--- config.mk ---
export PLATFORM = sky130hd
export DESIGN_NAME = dmem_access_ctrl
export DESIGN_NICKNAME = d
export VERILOG_FILES = /design/src/rtl/arm_mem_pkg.sv /design/src/rtl/dmem_access_ctrl_wait_counter.sv /design/src/rtl/dmem_access_ctrl.sv
export SDC_FILE = /design/constraint.sdc
export NUM_CORES = 1
export LEC_CHECK = 0
export CORE_MARGIN = 5
export CORE_UTILIZATION = 38
export CTS_BUF_LIST = sky130_fd_sc_hd__clkbuf_4 sky130_fd_sc_hd__clkbuf_8 sky130_fd_sc_hd__clkbuf_16
export DETAILED_ROUTE_END_ITERATION = 16
export PLACE_DENSITY_LB_ADDON = 0.08
export SETUP_SLACK_MARGIN = 0.05
export SLEW_MARGIN = 20
export SYNTH_ARGS = -nofsm -noshare
export SYNTH_HDL_FRONTEND = slang
export SYNTH_HIERARCHICAL = 1
export SYNTH_SLANG_ARGS = --single-unit
export TNS_END_PERCENT = 30
--- constraint.sdc ---
create_clock -name clk -period 1.9 [get_ports clk]
set_input_delay 0.38 -clock clk [delete_from_list [all_inputs] [get_ports clk]]
set_output_delay 0.38 -clock clk [all_outputs]
set_load 0.01 [all_outputs]
--- src/rtl/arm_mem_pkg.sv ---
// Shared types and defaults for the data-memory access controller.
package arm_mem_pkg;

    typedef enum logic [1:0] {
        S_IDLE,
        S_ACCESS,
        S_DONE
    } state_t;

    localparam int unsigned ADDR_BASE_DEFAULT   = 1024;
    localparam int unsigned WAIT_CYCLES_DEFAULT = 4;

endpackage

--- src/rtl/dmem_access_ctrl_wait_counter.sv ---
// 4-bit access-latency counter with clear, enable and terminal-count flag.
module wait_counter #(
    parameter logic [3:0] TERMINAL = 4'd3
) (
    input  logic clk,
    input  logic rst,
    input  logic clr,
    input  logic en,
    output logic tc
);

    logic [3:0] count;

    always_ff @(posedge clk) begin
        if (rst || clr)
            count <= '0;
        else if (en)
            count <= count + 4'd1;
    end

    assign tc = en && (count == TERMINAL);

endmodule

--- src/rtl/dmem_access_ctrl.sv ---
// Multi-cycle data-memory access controller: stalls the pipeline while a load
// or store is outstanding and presents a one-cycle ready pulse on completion.
module dmem_access_ctrl
    import arm_mem_pkg::*;
#(
    parameter int unsigned WAIT_CYCLES = WAIT_CYCLES_DEFAULT,
    parameter int unsigned ADDR_BASE   = ADDR_BASE_DEFAULT,
    parameter int unsigned ADDR_W      = 6
) (
    input  logic              clk,
    input  logic              rst,
    input  logic              Mem_R_EN,
    input  logic              Mem_W_EN,
    input  logic [31:0]       ALU_res,
    input  logic [31:0]       Val_Rm,
    output logic              ready,
    output logic [31:0]       data_mem,
    output logic [ADDR_W-1:0] mem_addr,
    output logic [31:0]       mem_wdata,
    output logic              mem_we,
    output logic              mem_re,
    input  logic [31:0]       mem_rdata
);

    state_t            state;
    logic              op_write;
    logic              req;
    logic              tc;
    logic [ADDR_W-1:0] req_addr;

    assign req      = Mem_R_EN | Mem_W_EN;
    // Truncation makes out-of-range addresses wrap modulo the array depth.
    assign req_addr = ADDR_W'((ALU_res - 32'(ADDR_BASE)) >> 2);

    always_comb begin
        ready = 1'b0;
        if (rst || state == S_IDLE)
            ready = !req;
        else if (state == S_DONE)
            ready = 1'b1;
    end

    wait_counter #(
        .TERMINAL(4'(WAIT_CYCLES - 1))
    ) u_wait_counter (
        .clk (clk),
        .rst (rst),
        .clr (state == S_IDLE),
        .en  (state == S_ACCESS),
        .tc  (tc)
    );

    always_ff @(posedge clk) begin
        if (rst) begin
            state     <= S_IDLE;
            op_write  <= 1'b0;
            mem_addr  <= '0;
            mem_wdata <= '0;
            mem_we    <= 1'b0;
            mem_re    <= 1'b0;
            data_mem  <= '0;
        end else begin
            case (state)
                S_IDLE: begin
                    if (req) begin
                        mem_addr  <= req_addr;
                        mem_wdata <= Val_Rm;
                        op_write  <= Mem_W_EN;
                        mem_we    <= Mem_W_EN;
                        mem_re    <= !Mem_W_EN;
                        state     <= S_ACCESS;
                    end
                end
                S_ACCESS: begin
                    if (tc) begin
                        if (!op_write)
                            data_mem <= mem_rdata;
                        mem_we <= 1'b0;
                        mem_re <= 1'b0;
                        state  <= S_DONE;
                    end
                end
                S_DONE:  state <= S_IDLE;
                default: state <= S_IDLE;
            endcase
        end
    end

endmodule

==> impl_metrics.yaml <==
run_status:
  status: "complete, no violations"
cts:
  clk_path_buf_depth: 2
  numClockSinks: 79
  cts_buffers: 9
  cts_tree: "yes"
  cts_root_buf: "clkbuf_8"
  htree_levels: 3
  clk_pin_slew_worst_paths_ns: 0.08
  insertion_delay_ns: 0.34
grt:
  antenna_found_initial: 0
  grt_overflow_total: 0
  grt_pass1_wl_um: 13660
  grt.total_usage: 0.1675
  grt_max_degree: 81
  grt_pass1_vias: 2813
sta:
  min_period_ns: 1.776
  worst_slew_pin_slew_ns: 0.8864
  holdWs_ns: 0.4273
  fin_crit_sh: 0.9346
  max_freq_mhz: 563.1
  setup_viol: 0
  relSlewSlack: 0.4091
  tns_ns: 0
  grt_setup_unrepaired: "yes"
  hold_viol: 0
  maxSlewViolCount: 0
  skew_ns: 0.01068
die:
  io_pins: 173
  std_cell_rows: 32
  die_h_um: 99.89
  start_util: 0.3933
  die-area_mm2: 0.009978
  core_area_mm2: 0.007807
  dieWidth_um: 99.89
cells_and_area:
  seqCellArea_mm2: 0.001582
  drive_gt1_frac: 0.07460
  multi_input_area_mm2: 0.001241
  area_delta_synth_final_pct: 55.13
  fin_nets: 594
  diodes: 0
  fillers: 702
routing:
  drt_wl_total_um: 8544
  drc: 0
  detail-route-antenna-nets: 0
  drtIter0Drc: 52
  via_per_inst: 4.900
  detail_route.wl_per_cell_um: 14.29
  via_count: 2930
  drtPass1Iterations: 4
critical_path:
  crit_path_end_kind: "primary output"
  arrival_ns: 1.40
  required_ns: 1.52
  r2r_start: "u_wait_counter/count[0]"
  critical_path.startpoint: "Mem_R_EN"
  startpoint_type: "input pin"
  path_class: "input pin to primary output"
  cp_max_fo: 3
placement:
  io_buffers: 146
  globalplace.congestion: 0.7074
  hpwlAfterDp_um: 5642
synth:
  syn_avg_cell_area_um2: 8.529
  yosys_register_bits: 79
  synthTopCellsByArea: "dfxtp_1, a21oi_1, nand2_1, nand3_1, o21ai_0"
  async_flop_share: 0
  syn_nets: 461
  synth_edf_count: 0
  synthTopCellsByCount: "dfxtp_1, a21oi_1, nand2_1, nand3_1, o21ai_0"
  syn_area_mm2: 0.003070
  yosysTopAreaCell: "dfxtp_1"
  yosysUniqueCellTypes: 34
  synth_ff_type: "dfxtp_1"
  synth_top_area_share: 0.5151
  synth_most_common_cell: "dfxtp_1"
  ys_warn_count: 6
  ys_seq_area_frac: 0.5151
  netlist_instances: 360
job:
  cap_violations: 0
power_and_ir_drop:
  p_per_area_mw_per_mm2: 789.0
  ir_worst_vdd_uv: 402.0
  power.leakage_nw: 1.688
min_path:
  holdCritStartpoint: "rst"
  hold_path_class: "input pin to flop"
==> critical path, cell delays in order <==
cell	delay [ns]
clkdlybuf4s50_1	0.47
nor2_2	0.12
a21oi_1	0.05
a21oi_1	0.12
clkdlybuf4s15_1	0.26
==> layout make-up <==
| cell class | instances | share of cell area |
|---|---|---|
| multi-input cells | 244 | 0.2606 |
| well taps | 102 | 0.02679 |
| flip-flops and latches | 79 | 0.3320 |
| clock buffers | 10 | 0.02889 |
| inverters | 3 | 0.004991 |
| clock inverters | 4 | 0.01996 |
| repair buffers | 156 | 0.3268 |
==> sequential cells by signal (all words and copies together) (netlist names) <==
name and cells:
op_write 1, mem_re 1, state 2, mem_we 1, data_mem 32, mem_wdata 32
u_wait_counter/count 4, mem_addr 6
==> per-stage QoR <==
step           cell area [um^2]  instances  setup slack, ns    util  total power [W]
6_report                   4763        598           0.1242  0.6101         0.003758
5_1_grt                    4763        598          0.04062  0.6101         0.003940
4_1_cts                    4757        598          0.09143  0.6093         0.003806
3_5_place_dp               4526        584          -0.1879  0.5796         0.002337
3_3_place_gp               4526        584          -0.1643  0.5796         0.002332
2_1_floorplan              3070        360           0.2461       -         0.002031
==> cell usage in the layout (no fill, tap or decap), drive strengths merged <==
master         Yosys  layout
or2                2       2
clkdlybuf4s50      0     144
clkbuf            15      10
nand2b             1       1
a21bo              1       1
nand4bb            1       1
clkinv             1       2
xnor2              1       1
buf               19      11
a211oi             1       1
nor2               2       2
nand4              1       1
mux2               1       1
mux2i              1       1
nand2             67      67
a41o               1       1
dfxtp             79      79
nand3             38      38
and4bb             1       1
o21ai             39      39
clkdlybuf4s15      0       1
o211ai             1       1
nor3b              1       1
bufinv             0       3
inv                2       2
a21oi             75      75
nor4               1       1
nor3               4       4
ha                 1       1
and2b              1       1
nand3b             2       2
==> path summary, 6_finish.rpt <==
path / to / slack [ns] / cells past startpoint
setup / recovery: ready / 0.12 / 5
hold / removal: mem_re / 0.43 / 3
hold reg to reg: data_mem[3] / 0.46 / 2
setup reg to reg: data_mem[22] / 0.25 / 7
==> where the power goes <==
group / switching, W / internal (W)
clock: 0.000571 / 0.000893
combinational: 0.000235 / 0.000306
sequential: 0.0000327 / 0.00172
==> repair_timing <==
| action | 4_1_cts | 5_1_grt |
|---|---|---|
| hold buffers | 0 | 0 |
| pin swaps | 0 | 0 |
| setup buffers | 0 | 0 |
| resized for setup | 1 | 2 |
| setup endpoints to repair | 1 | 4 |
==> cell families (layout without fill, tap and decap cells) <==
family / count (synthesis) / count (layout) / share of synthesized area
buffers and inverters: 37 / 173 / 0.08313
AOI/OAI and AO/OA: 118 / 118 / 0.2050
adders and majority gates: 1 / 1 / 0.004074
muxes: 2 / 2 / 0.006927
DFF: 79 / 79 / 0.5151
xor gates and xnor gates: 1 / 1 / 0.002853
and+or+nand+nor: 122 / 122 / 0.1830
==> routing by layer <==
metal | routed length, um | GRT usage | share of wire
met5 | 0 | 0 | 0
met2 | 3933 | 0.2637 | 0.46
met4 | 90 | 0.05882 | 0.011
met1 | 3713 | 0.2065 | 0.43
met3 | 806 | 0.06880 | 0.094
Note: power is estimated with default switching activity, not from simulation.
